$ cat config.mk
export PLATFORM = sky130hd
export DESIGN_NAME = lcd_nibble_driver
export DESIGN_NICKNAME = d
export VERILOG_FILES = /design/src/rtl/lcd_nibble_driver_pkg.sv /design/src/rtl/lcd_cycle_timer.sv /design/src/rtl/lcd_nibble_driver.sv
export SDC_FILE = /design/constraint.sdc
export NUM_CORES = 1
export LEC_CHECK = 0
export ABC_CLOCK_PERIOD_IN_PS = 3300
export CAP_MARGIN = 20
export CORE_MARGIN = 2
export CORE_UTILIZATION = 33
export DETAILED_ROUTE_END_ITERATION = 6
export GPL_ROUTABILITY_DRIVEN = 0
export PLACE_DENSITY = 0.55
export SKIP_LAST_GASP = 1
export SLEW_MARGIN = 5
export SYNTH_ARGS = -nofsm -noshare
export SYNTH_HDL_FRONTEND = slang
export SYNTH_SLANG_ARGS = --single-unit
$ cat constraint.sdc
create_clock -name clk -period 3.3 [get_ports clk]
set_clock_uncertainty 0.2 [all_clocks]
set_input_delay 0.99 -clock clk [delete_from_list [all_inputs] [get_ports clk]]
set_output_delay 0.99 -clock clk [all_outputs]
set_load 0.01 [all_outputs]
$ cat src/rtl/lcd_nibble_driver_pkg.sv
// lcd_nibble_driver_pkg: state encoding, timing defaults and HD44780 command bytes
package lcd_nibble_driver_pkg;
   typedef enum logic [3:0] {
      IDLE, SETUP_HI, PULSE_HI, HOLD_HI, GAP, SETUP_LO, PULSE_LO, HOLD_LO, DELAY
   } lcd_state_t;
   localparam int T_SETUP = 2;
   localparam int T_PULSE = 12;
   localparam int T_HOLD = 1;
   localparam int T_GAP = 50;
   localparam logic [7:0] FUNC_SET = 8'h28;
   localparam logic [7:0] ENTRY = 8'h06;
   localparam logic [7:0] DISP_ON = 8'h0C;
   localparam logic [7:0] CLEAR = 8'h01;
   // A state lasting n cycles loads n-1 so done rises on its final cycle.
   function automatic logic [31:0] ticks(input int n);
      return 32'(n - 1);
   endfunction
endpackage

$ cat src/rtl/lcd_cycle_timer.sv
// lcd_cycle_timer: loadable 32-bit down-counter, done while the count is zero
module lcd_cycle_timer (
   input  logic        clk,
   input  logic        rst,
   input  logic        load,
   input  logic [31:0] value,
   output logic        done
);
   logic [31:0] count;
   always_ff @(posedge clk)
      if (rst) count <= '0;
      else if (load) count <= value;
      else if (count != '0) count <= count - 1'b1;
   assign done = count == '0;
endmodule

$ cat src/rtl/lcd_nibble_driver.sv
// lcd_nibble_driver: serialises one command/data byte into 4-bit HD44780 strobes
module lcd_nibble_driver
   import lcd_nibble_driver_pkg::*;
(
   input  logic        clk,
   input  logic        rst,
   output logic        lcd_e,
   output logic        lcd_rs,
   output logic        lcd_rw,
   output logic [3:0]  lcd_d,
   input  logic [7:0]  if_data,
   input  logic        if_rs,
   input  logic [31:0] if_delay,
   input  logic        if_8bit,
   input  logic        if_write,
   output logic        if_ready
);
   lcd_state_t  state;
   logic        armed;
   logic        eight_q;
   logic [3:0]  lo_q;
   logic [31:0] delay_q;
   logic        load;
   logic        done;
   logic [31:0] load_val;
   assign lcd_rw = 1'b0;
   // The timer is reloaded with the length of whatever state comes next.
   assign load = state == IDLE || done;
   always_comb begin
      load_val = ticks(T_SETUP);
      case (state)
         SETUP_HI, SETUP_LO: load_val = ticks(T_PULSE);
         PULSE_HI, PULSE_LO: load_val = ticks(T_HOLD);
         HOLD_HI:            load_val = eight_q ? ticks(T_GAP) : delay_q - 1'b1;
         HOLD_LO:            load_val = delay_q - 1'b1;
         default:            load_val = ticks(T_SETUP);
      endcase
   end
   lcd_cycle_timer u_timer (
      .clk   (clk),
      .rst   (rst),
      .load  (load),
      .value (load_val),
      .done  (done)
   );
   always_ff @(posedge clk) begin
      if (rst) begin
         state    <= IDLE;
         armed    <= 1'b1;
         eight_q  <= 1'b0;
         lo_q     <= '0;
         delay_q  <= '0;
         lcd_e    <= 1'b0;
         lcd_rs   <= 1'b0;
         lcd_d    <= '0;
         if_ready <= 1'b1;
      end else begin
         if (!if_write) armed <= 1'b1;
         case (state)
            IDLE: if (if_write && armed) begin
               eight_q  <= if_8bit;
               lo_q     <= if_data[3:0];
               delay_q  <= if_delay;
               lcd_rs   <= if_rs;
               lcd_d    <= if_data[7:4];
               armed    <= 1'b0;
               if_ready <= 1'b0;
               state    <= SETUP_HI;
            end
            SETUP_HI: if (done) begin
               lcd_e <= 1'b1;
               state <= PULSE_HI;
            end
            PULSE_HI: if (done) begin
               lcd_e <= 1'b0;
               state <= HOLD_HI;
            end
            HOLD_HI: if (done) begin
               state    <= eight_q ? GAP : delay_q == '0 ? IDLE : DELAY;
               if_ready <= !eight_q && delay_q == '0;
            end
            GAP: if (done) begin
               lcd_d <= lo_q;
               state <= SETUP_LO;
            end
            SETUP_LO: if (done) begin
               lcd_e <= 1'b1;
               state <= PULSE_LO;
            end
            PULSE_LO: if (done) begin
               lcd_e <= 1'b0;
               state <= HOLD_LO;
            end
            HOLD_LO: if (done) begin
               state    <= delay_q == '0 ? IDLE : DELAY;
               if_ready <= delay_q == '0;
            end
            DELAY: if (done) begin
               if_ready <= 1'b1;
               state    <= IDLE;
            end
            default: state <= IDLE;
         endcase
      end
   end
endmodule

==> impl_metrics.json, run 1 <==
{
  "status": "finished clean",
  "grt_util_all_layers_pct": 15.9,
  "rrSetupSlack_ns": 0.23,
  "root_buffer": "clkbuf_16",
  "cts_tree": "done",
  "hold_buffers": 0,
  "cts.sinks": 81,
  "hold_start": "lcd_rs$_SDFFE_PP0P_",
  "cp-end-kind": "flop",
  "cts_buffers": 9,
  "hold_depth": 2,
  "crit_type": "flop to flop",
  "synth_top_cell_by_area": "dfxtp_1",
  "drv_slew": 0,
  "initial_core_util_pct": 33.6,
  "min_period_over_period_pct": 92.9,
  "io_pins": 53,
  "grt_pass1_wl_mm": 18.3,
  "vias": 3754,
  "required_ns": 3.32,
  "post_cts_buffers": 0,
  "first_pass_iters": 4,
  "synth_edf_count": 0,
  "fin_cells": 751,
  "antenna_found_initial": 0,
  "max_slew_margin_pct": 46.9,
  "rows": 42,
  "max_freq_mhz": 326,
  "clockBufferDepth": 2,
  "htreeDepth": 3,
  "r2r-start": "u_timer.count[0]$_SDFFE_PP0P_",
  "syn_to_final_growth_pct": 22.9,
  "p_leak_uw": 0.00202,
  "synth_ff_type": "dfxtp_1",
  "placed_cells": 735,
  "crit_fanout": 24,
  "grt_max_degree": 39,
  "ys_async_sr_fraction_pct": 0,
  "dpl_worst_slack_ns": 0.144,
  "yosysTopAreaCellShare_pct": 36.8,
  "netlist_instances": 526,
  "fin_total_pwr_uw": 5820,
  "fp.coreArea_sq_um": 13100,
  "die_h_microns": 120,
  "hold_violations": 0,
  "clk_pin_slew_worst_paths_ns": 0.06,
  "port-buffer-count": 51,
  "yosysUniqueCellTypes": 57,
  "die_area_sq_um": 14300,
  "syn-cell-area_sq_um": 4410,
  "hp-class": "flop to flop",
  "r2r_cells": 9,
  "synth-seq-area-share_pct": 36.8,
  "cts.repair.resized": 0,
  "cp-startpoint": "u_timer.count[0]$_SDFFE_PP0P_",
  "rsz0062_at_grt": "false",
  "final_nets": 617,
  "wl_mm": 10.7,
  "clk_latency_ns": 0.34,
  "regArea_sq_um": 1620,
  "dp_hpwl_mm": 7.91,
  "grt_pass1_vias": 3632,
  "ant_nets": 0,
  "multi_input_area_sq_um": 2620,
  "fin_tns_setup_ns": 0,
  "first_iter_violations": 156,
  "vdd_ir_drop_max_mv": 0.377,
  "finalCriticalPeriod_ns": 3.07,
  "arrival_ns": 3.08,
  "worstSetupStartpointType": "flop",
  "synth_fp_nets": 573,
  "yosysMostFrequentCell": "nand2_1",
  "vias_per_cell": 5.00,
  "die_width_microns": 120,
  "diodes": 0,
  "routedWlPerCell_microns": 14.2,
  "drv_cap": 0,
  "drive_gt1_share_pct": 13.9,
  "synth-seq-cells": 81,
  "setup-violations-final": 0,
  "power.density_nw_per_um2": 1070,
  "synth_common_cells": "100 x nand2_1, 81 x dfxtp_1, 55 x a21oi_1",
  "setup_ws_ns": 0.233,
  "synthesis.yosys.warnings": 0,
  "avgSynthCellArea_sq_um": 8.39,
  "drc": 0,
  "synthTopCellsByArea": "dfxtp_1 37%, nand2_1 8.5%, xor2_1 6.4%",
  "fill_cells": 1374,
  "worstMarginPinSlew_ns": 0.789,
  "gr-total-overflow": 0
}
-- through the flow --
stage          util, %  hold slack, ns  cell area (sq um)
3_5_place_dp      38.9           0.251               5110
3_3_place_gp      38.9           0.244               5110
4_1_cts           41.2           0.258               5420
5_1_grt           41.3           0.280               5420
6_report          41.3           0.253               5420
2_1_floorplan        -           0.236               4410
-- worst paths after layout --
| kind | end |
|---|---|
| worst max-delay path | u_timer.count[17]$_SDFFE_PP0P_ |
| worst min register to register | lcd_rs$_SDFFE_PP0P_ |
| worst min-delay path | lcd_rs$_SDFFE_PP0P_ |
| worst max register to register | u_timer.count[17]$_SDFFE_PP0P_ |
-- cells in the final DEF (no fill, tap or decap), types with 7 or more instances in the layout --
cell and count:
dfxtp_1 81, a22oi_2 9, xnor2_1 25, or4_1 13, nor2_2 10, clkdlybuf4s50_1 50, a211oi_2 10, buf_4 12
nor3_1 25, xor2_1 32, nand2_1 100, or3_1 7, clkbuf_16 9, a21oi_1 55, nor2_1 31, nor4_1 16
nand3_1 7
-- per-layer routing --
layer | track usage, % | share of wire (%)
met3 | 3.18 | 3.2
met2 | 23.7 | 44
met4 | 5.07 | 0.91
met5 | 0 | 0
met1 | 23.0 | 52
-- cells by family after synthesis --
logic type	Yosys count	synth area share [%]
AND/OR/NAND/NOR	240	27.9
AO/OA/AOI/OAI	103	18.0
multiplexers	5	1.13
adder cells (fa/ha/maj)	2	0.567
buffers and inverters	37	4.20
flip-flops	81	36.8
other	1	0.0850
XOR/XNOR	57	11.3
-- sequential cells by signal (all words and copies together), names as in the netlist --
| signal | flops |
|---|---|
| lcd_rs | 1 |
| state | 4 |
| lcd_e | 1 |
| lcd_d | 4 |
| delay_q | 32 |
| eight_q | 1 |
| u_timer.count | 32 |
| armed | 1 |
| if_ready | 1 |
| lo_q | 4 |
-- layout make-up --
type	count	area share [%]
Clock buffer	14	5.05
Clock inverter	2	0.646
Inverter	5	0.346
Multi-Input combinational cell	408	48.3
Sequential cell	81	29.9
Tap cell	176	4.06
Timing Repair Buffer	65	11.7
-- worst max-delay path: stages, from the launching register on --
cell      delay (ns)
dfxtp_1         0.33
inv_1           0.07
ha_1            0.19
or4b_1          0.52
or4_4           0.60
nor4_4          0.25
nor2_4          0.20
buf_4           0.31
a21oi_1         0.20
a211oi_2        0.07
-- power by group --
part | leakage [uW] | total, uW | switching (uW) | internal, uW
Clock | 0.000153 | 1030 | 379 | 647
Combinational | 0.00120 | 3280 | 1930 | 1360
Sequential | 0.000662 | 1510 | 273 | 1240
No activity file was read; power rests on OpenSTA's default activity.
==> run 2, diff against run 1 <==
--- a/config.mk
+++ b/config.mk
@@ -7,11 +7,13 @@
 export LEC_CHECK = 0
 export ABC_CLOCK_PERIOD_IN_PS = 3300
 export CAP_MARGIN = 20
+export CELL_PAD_IN_SITES_DETAIL_PLACEMENT = 0
+export CELL_PAD_IN_SITES_GLOBAL_PLACEMENT = 1
 export CORE_MARGIN = 2
 export CORE_UTILIZATION = 33
 export DETAILED_ROUTE_END_ITERATION = 6
 export GPL_ROUTABILITY_DRIVEN = 0
-export PLACE_DENSITY = 0.55
+export PLACE_DENSITY = 0.68
 export SKIP_LAST_GASP = 1
 export SLEW_MARGIN = 5
 export SYNTH_ARGS = -nofsm -noshare
==> impl_metrics.json, run 2 (synthesized netlist as in run 1, its figures left out) <==
{
  "crit_type": "flop to flop",
  "fp.coreArea_sq_um": 13100,
  "worstSetupStartpointType": "flop",
  "placed_cells": 736,
  "cts.repair.resized": 0,
  "ant_nets": 0,
  "drv_cap": 0,
  "largestRegisters": "delay_q x32, u_timer.count x32",
  "grt_use_met3_pct": 2.42,
  "worstMarginPinSlew_ns": 0.827,
  "gr-total-overflow": 0,
  "htreeDepth": 3,
  "cts.sinks": 81,
  "grt.met1_usage_pct": 24.8,
  "final_nets": 618,
  "grt_pass1_wl_mm": 18.6,
  "first_pass_iters": 5,
  "rsz0062_at_grt": "false",
  "fin_cells": 752,
  "max_slew_margin_pct": 44.3,
  "status": "finished clean",
  "p_leak_uw": 0.00203,
  "finalCriticalPeriod_ns": 3.08,
  "initial_core_util_pct": 33.6,
  "diodes": 0,
  "hp-class": "flop to flop",
  "syn_to_final_growth_pct": 23.5,
  "dp_hpwl_mm": 8.17,
  "fin_tns_setup_ns": 0,
  "die_h_microns": 120,
  "min_period_over_period_pct": 93.3,
  "setup-violations-final": 0,
  "hold_violations": 0,
  "cts_tree": "done",
  "routedWlPerCell_microns": 14.6,
  "rows": 42,
  "grt_util_all_layers_pct": 16.2,
  "grt_pass1_vias": 3621,
  "grtUsageMet2_pct": 23.2,
  "die_width_microns": 120,
  "antenna_found_initial": 0,
  "cts_buffers": 9,
  "post_cts_buffers": 0,
  "drc": 0,
  "first_iter_violations": 174,
  "wl_mm": 11.0,
  "final_common_cell": "nand2_1",
  "max_freq_mhz": 325,
  "clk_latency_ns": 0.34,
  "fin_total_pwr_uw": 5850,
  "clockBufferDepth": 2,
  "arrival_ns": 3.07,
  "crit_fanout": 24,
  "grt_max_degree": 36,
  "vias": 3717,
  "hold_buffers": 0,
  "power.density_nw_per_um2": 1070,
  "die_area_sq_um": 14300,
  "drv_slew": 0,
  "clk_pin_slew_worst_paths_ns": 0.06,
  "vdd_ir_drop_max_mv": 0.304,
  "drive_gt1_share_pct": 14.2,
  "vias_per_cell": 4.94,
  "port-buffer-count": 51,
  "required_ns": 3.29,
  "root_buffer": "clkbuf_16",
  "top_usage_layer": "met1",
  "layout_common_cells": "100 x nand2_1, 81 x dfxtp_1, 55 x a21oi_1, 50 x clkdlybuf4s50_1, 32 x xor2_1",
  "io_pins": 53,
  "cp-end-kind": "flop"
}
[run 2: cell count changes in the layout (fill, tap and decap cells not counted)]
| cell | change |
|---|---|
| clkbuf_8 | +2 |
| clkbuf_1 | -1 |
| clkinv_2 | -1 |
| buf_4 | +1 |
[run 2: worst paths after layout]
kind / start / end / slack [ns] / depth (start not counted)
worst max-delay path: u_timer.count[0]$_SDFFE_PP0P_ / u_timer.count[20]$_SDFFE_PP0P_ / 0.22 / 9
worst min-delay path: lcd_rs$_SDFFE_PP0P_ / lcd_rs$_SDFFE_PP0P_ / 0.26 / 2
worst max register to register: u_timer.count[0]$_SDFFE_PP0P_ / u_timer.count[20]$_SDFFE_PP0P_ / 0.22 / 9
worst min register to register: lcd_rs$_SDFFE_PP0P_ / lcd_rs$_SDFFE_PP0P_ / 0.26 / 2
[run 2: power breakdown]
group          switching (uW)  total (uW)  internal (uW)
Combinational            1930        3270           1340
Sequential                273        1510           1240
Clock                     381        1070            690
[run 2: layout make-up]
type                            instances  area, sq um
Clock buffer                           15          298
Clock inverter                          1         30.0
Fill cell                            1372         7690
Inverter                                5         18.8
Multi-Input combinational cell        408         2620
Sequential cell                        81         1620
Tap cell                              176          220
Timing Repair Buffer                   66          643
[run 2: worst max-delay path, cell delays in order, from the launching register on]
cell and delay, ns:
dfxtp_1 0.33, inv_1 0.06, ha_1 0.20, or4b_1 0.51, or4_4 0.60, nor4_4 0.26, nor2_4 0.20, buf_4 0.31
a21oi_1 0.20, a211oi_2 0.06
[run 2: metal layers]
layer	part of all wire (%)	up-vias
met2	44	48
met3	3.8	2
met1	52	1732
met5	0	-
met4	0.36	0
li1	-	1935
[run 2: stage by stage]
step	util [%]	setup slack (ns)	hold slack [ns]	area (sq um)
after global routing	41.5	0.0379	0.284	5450
final	41.5	0.220	0.258	5450
after global placement	38.9	0.216	0.242	5120
after CTS	41.4	0.135	0.264	5440
after floorplan	-	0.450	0.236	4410
after detailed placement	38.9	0.150	0.254	5120
==> run 3, diff against run 2 <==
--- a/config.mk
+++ b/config.mk
@@ -5,6 +5,7 @@
 export SDC_FILE = /design/constraint.sdc
 export NUM_CORES = 1
 export LEC_CHECK = 0
+export ABC_AREA = 1
 export ABC_CLOCK_PERIOD_IN_PS = 3300
 export CAP_MARGIN = 20
 export CELL_PAD_IN_SITES_DETAIL_PLACEMENT = 0
@@ -13,9 +14,11 @@
 export CORE_UTILIZATION = 33
 export DETAILED_ROUTE_END_ITERATION = 6
 export GPL_ROUTABILITY_DRIVEN = 0
-export PLACE_DENSITY = 0.68
+export PLACE_DENSITY = 0.71
+export RECOVER_POWER = 25
 export SKIP_LAST_GASP = 1
 export SLEW_MARGIN = 5
 export SYNTH_ARGS = -nofsm -noshare
 export SYNTH_HDL_FRONTEND = slang
+export SYNTH_HIERARCHICAL = 1
 export SYNTH_SLANG_ARGS = --single-unit
==> impl_metrics.json, run 3 <==
{
  "max_freq_mhz": 331,
  "required_ns": 3.36,
  "yosysUniqueCellTypes": 40,
  "synth_edf_count": 0,
  "gr-total-overflow": 0,
  "worstSetupStartpointType": "flop",
  "vias": 4993,
  "synth_top_cell_by_area": "dfxtp_1",
  "hold_violations": 0,
  "cts_tree": "done",
  "initial_core_util_pct": 33.6,
  "power.share.clock_pct": 19.8,
  "cts_buffers": 9,
  "hold_buffers": 0,
  "cts.repair.resized": 0,
  "setup-violations-final": 0,
  "power.internal_uw": 3440,
  "finalCriticalPeriod_ns": 3.02,
  "clk_latency_ns": 0.34,
  "synth-seq-area-share_pct": 32.0,
  "die_area_sq_um": 16400,
  "rsz0062_at_grt": "true",
  "arrival_ns": 3.09,
  "fin_total_pwr_uw": 6680,
  "cp-end-kind": "flop",
  "avgSynthCellArea_sq_um": 6.29,
  "r2r-start": "u_timer/count[0]$_SDFFE_PP0P_",
  "pwr-share-comb_pct": 55.8,
  "drv_slew": 0,
  "syn-cell-area_sq_um": 5060,
  "vias_per_cell": 4.81,
  "htreeDepth": 3,
  "cpMostUsedCell": "nand2_2",
  "cp_cell_sequence": "inv_1 -> ha_1 -> nand2_2 -> nor2_8 -> nand2_2 -> nor2_1 -> nand2_1 -> nor2_1 -> inv_1 -> nand2_1 -> inv_1 -> nand2_2 -> nand2_2 -> a21oi_1",
  "first_pass_iters": 6,
  "diodes": 0,
  "clockBufferDepth": 2,
  "dp_hpwl_mm": 11.0,
  "port-buffer-count": 51,
  "p_sw_uw": 3240,
  "final_util_pct": 40.2,
  "grt_max_degree": 64,
  "dpl_worst_slack_ns": 0.268,
  "r2r_cells": 14,
  "p_sw_share_pct": 48.4,
  "root_buffer": "clkbuf_16",
  "clk_pin_slew_worst_paths_ns": 0.07,
  "crit_type": "flop to flop",
  "die_h_microns": 128,
  "io_pins": 53,
  "syn_to_final_growth_pct": 19.9,
  "layout_common_cells": "188 x nand2_1, 153 x nor2_1, 81 x dfxtp_1, 73 x inv_1, 65 x a21oi_1",
  "final_nets": 891,
  "worstMarginPinSlew_ns": 0.753,
  "drive_gt1_share_pct": 8.48,
  "hp-class": "flop to flop",
  "final_common_cell": "nand2_1",
  "yosysTopAreaCellShare_pct": 32.0,
  "die_width_microns": 128,
  "max_stage_delay_ns": 0.38,
  "largestRegisters": "delay_q x32, u_timer/count x32",
  "rows": 45,
  "grt_pass1_vias": 4806,
  "min_period_over_period_pct": 91.6,
  "synthTopCellsByArea": "dfxtp_1 32%, nand2_1 14%, nor2_1 11%",
  "ant_nets": 0,
  "yosysMostFrequentCell": "nand2_1",
  "vdd_ir_drop_max_mv": 0.349,
  "antenna_found_initial": 0,
  "wl_mm": 14.3,
  "synthesis.yosys.warnings": 6,
  "crit_fanout": 26,
  "status": "finished clean",
  "first_iter_violations": 298,
  "sequentialPowerShare_pct": 24.4,
  "synth_common_cells": "188 x nand2_1, 153 x nor2_1, 81 x dfxtp_1",
  "cp_slowest_cell": "nand2_2",
  "grt_util_all_layers_pct": 18.2,
  "ys_async_sr_fraction_pct": 0,
  "rrSetupSlack_ns": 0.28,
  "drv_cap": 0,
  "routedWlPerCell_microns": 13.7,
  "cts.sinks": 81,
  "setup_ws_ns": 0.278,
  "synth-seq-cells": 81,
  "power.density_nw_per_um2": 1100,
  "cp-startpoint": "u_timer/count[0]$_SDFFE_PP0P_",
  "p_leak_uw": 0.00257,
  "regToRegEndpoint": "u_timer/count[10]$_SDFFE_PP0P_",
  "netlist_instances": 805,
  "synth_ff_type": "dfxtp_1",
  "grt_pass1_wl_mm": 23.7,
  "synth_fp_nets": 852,
  "drc": 0,
  "endpoint": "u_timer/count[10]$_SDFFE_PP0P_",
  "max_slew_margin_pct": 49.8,
  "fp.coreArea_sq_um": 15100
}
==> run 3: changes by cell type after synthesis, moves of 15 or more <==
cell | before | now
inv_1 | 5 | 73
nand2_1 | 100 | 188
nand3_1 | 7 | 42
nor2_1 | 32 | 153
nor3_1 | 25 | 5
nor4_1 | 16 | 1
o21ai_0 | 2 | 39
o21ai_1 | 0 | 24
xnor2_1 | 25 | 5
xor2_1 | 32 | 15
==> run 3: power groups by stage <==
stage,Combinational [uW],Sequential (uW),Clock [uW]
floorplan,2950,1550,0
detailed placement,3720,1650,0
finish,3730,1630,1320
CTS,3740,1630,1350
global route,4260,1670,1390
global placement,3710,1640,0
==> run 3: cell families (layout without fill, tap and decap cells) <==
| family | after synthesis | after routing | share of synthesized area, % |
|---|---|---|---|
| simple gates | 441 | 441 | 38.3 |
| compound gates | 152 | 152 | 16.3 |
| buf+inv | 106 | 150 | 8.92 |
| flops | 81 | 81 | 32.0 |
| xor+xnor | 20 | 20 | 3.46 |
| fa+ha+maj | 2 | 2 | 0.494 |
| mux | 2 | 2 | 0.395 |
| other cells | 1 | 1 | 0.0740 |
==> run 3: repair_timing <==
| item | CTS | global route |
|---|---|---|
| setup endpoints to repair | 0 | 3 |
| setup buffers | 0 | 0 |
| hold endpoints to repair | 0 | 0 |
==> run 3: cell type report <==
cell class	count	area (sq um)
fill	1672	9020
multi-input combinational	618	2990
tap	188	235
clock buffer	9	225
sequential	81	1620
timing repair buffer	54	531
inverter	80	305
clock inverter	7	166
==> run 3: worst min path at each step <==
| stage | from | to | slack [ns] | cells after the start |
|---|---|---|---|---|
| 2_1_floorplan | lo_q[0]$_SDFFE_PP0P_ | lo_q[0]$_SDFFE_PP0P_ | 0.22 | 2 |
| 4_1_cts | lo_q[3]$_SDFFE_PP0P_ | lo_q[3]$_SDFFE_PP0P_ | 0.26 | 2 |
| 3_3_place_gp | lo_q[2]$_SDFFE_PP0P_ | lo_q[2]$_SDFFE_PP0P_ | 0.24 | 2 |
| 6_report | lo_q[0]$_SDFFE_PP0P_ | lo_q[0]$_SDFFE_PP0P_ | 0.25 | 2 |
| 5_1_grt | lo_q[3]$_SDFFE_PP0P_ | lo_q[3]$_SDFFE_PP0P_ | 0.28 | 2 |
| 3_5_place_dp | lo_q[0]$_SDFFE_PP0P_ | lo_q[0]$_SDFFE_PP0P_ | 0.25 | 2 |
==> run 3: per-stage QoR <==
step           std cells  hold WS, ns  TNS, ns  area, sq um
2_1_floorplan        805        0.225        0         5060
3_3_place_gp        1021        0.238        0         5690
3_5_place_dp        1021        0.246        0         5690
4_1_cts             1037        0.256        0         6080
5_1_grt             1037        0.277  -0.0949         6070
6_report            1037        0.254        0         6070
==> run 3: worst max-delay path, delay by kind of cell, from the launching register on <==
kind | cells | cell delay (ns)
simple gates | 9 | 1.40
flops | 1 | 0.32
fa+ha+maj | 1 | 0.30
buf+inv | 3 | 0.55
compound gates | 1 | 0.16
==> run 3: layer usage <==
metal	routed length, microns	part of all wire, %	GRT usage [%]
met1	7230	51	25.0
met2	6280	44	29.1
met3	412	2.9	2.30
met4	330	2.3	6.92
met5	0	0	0
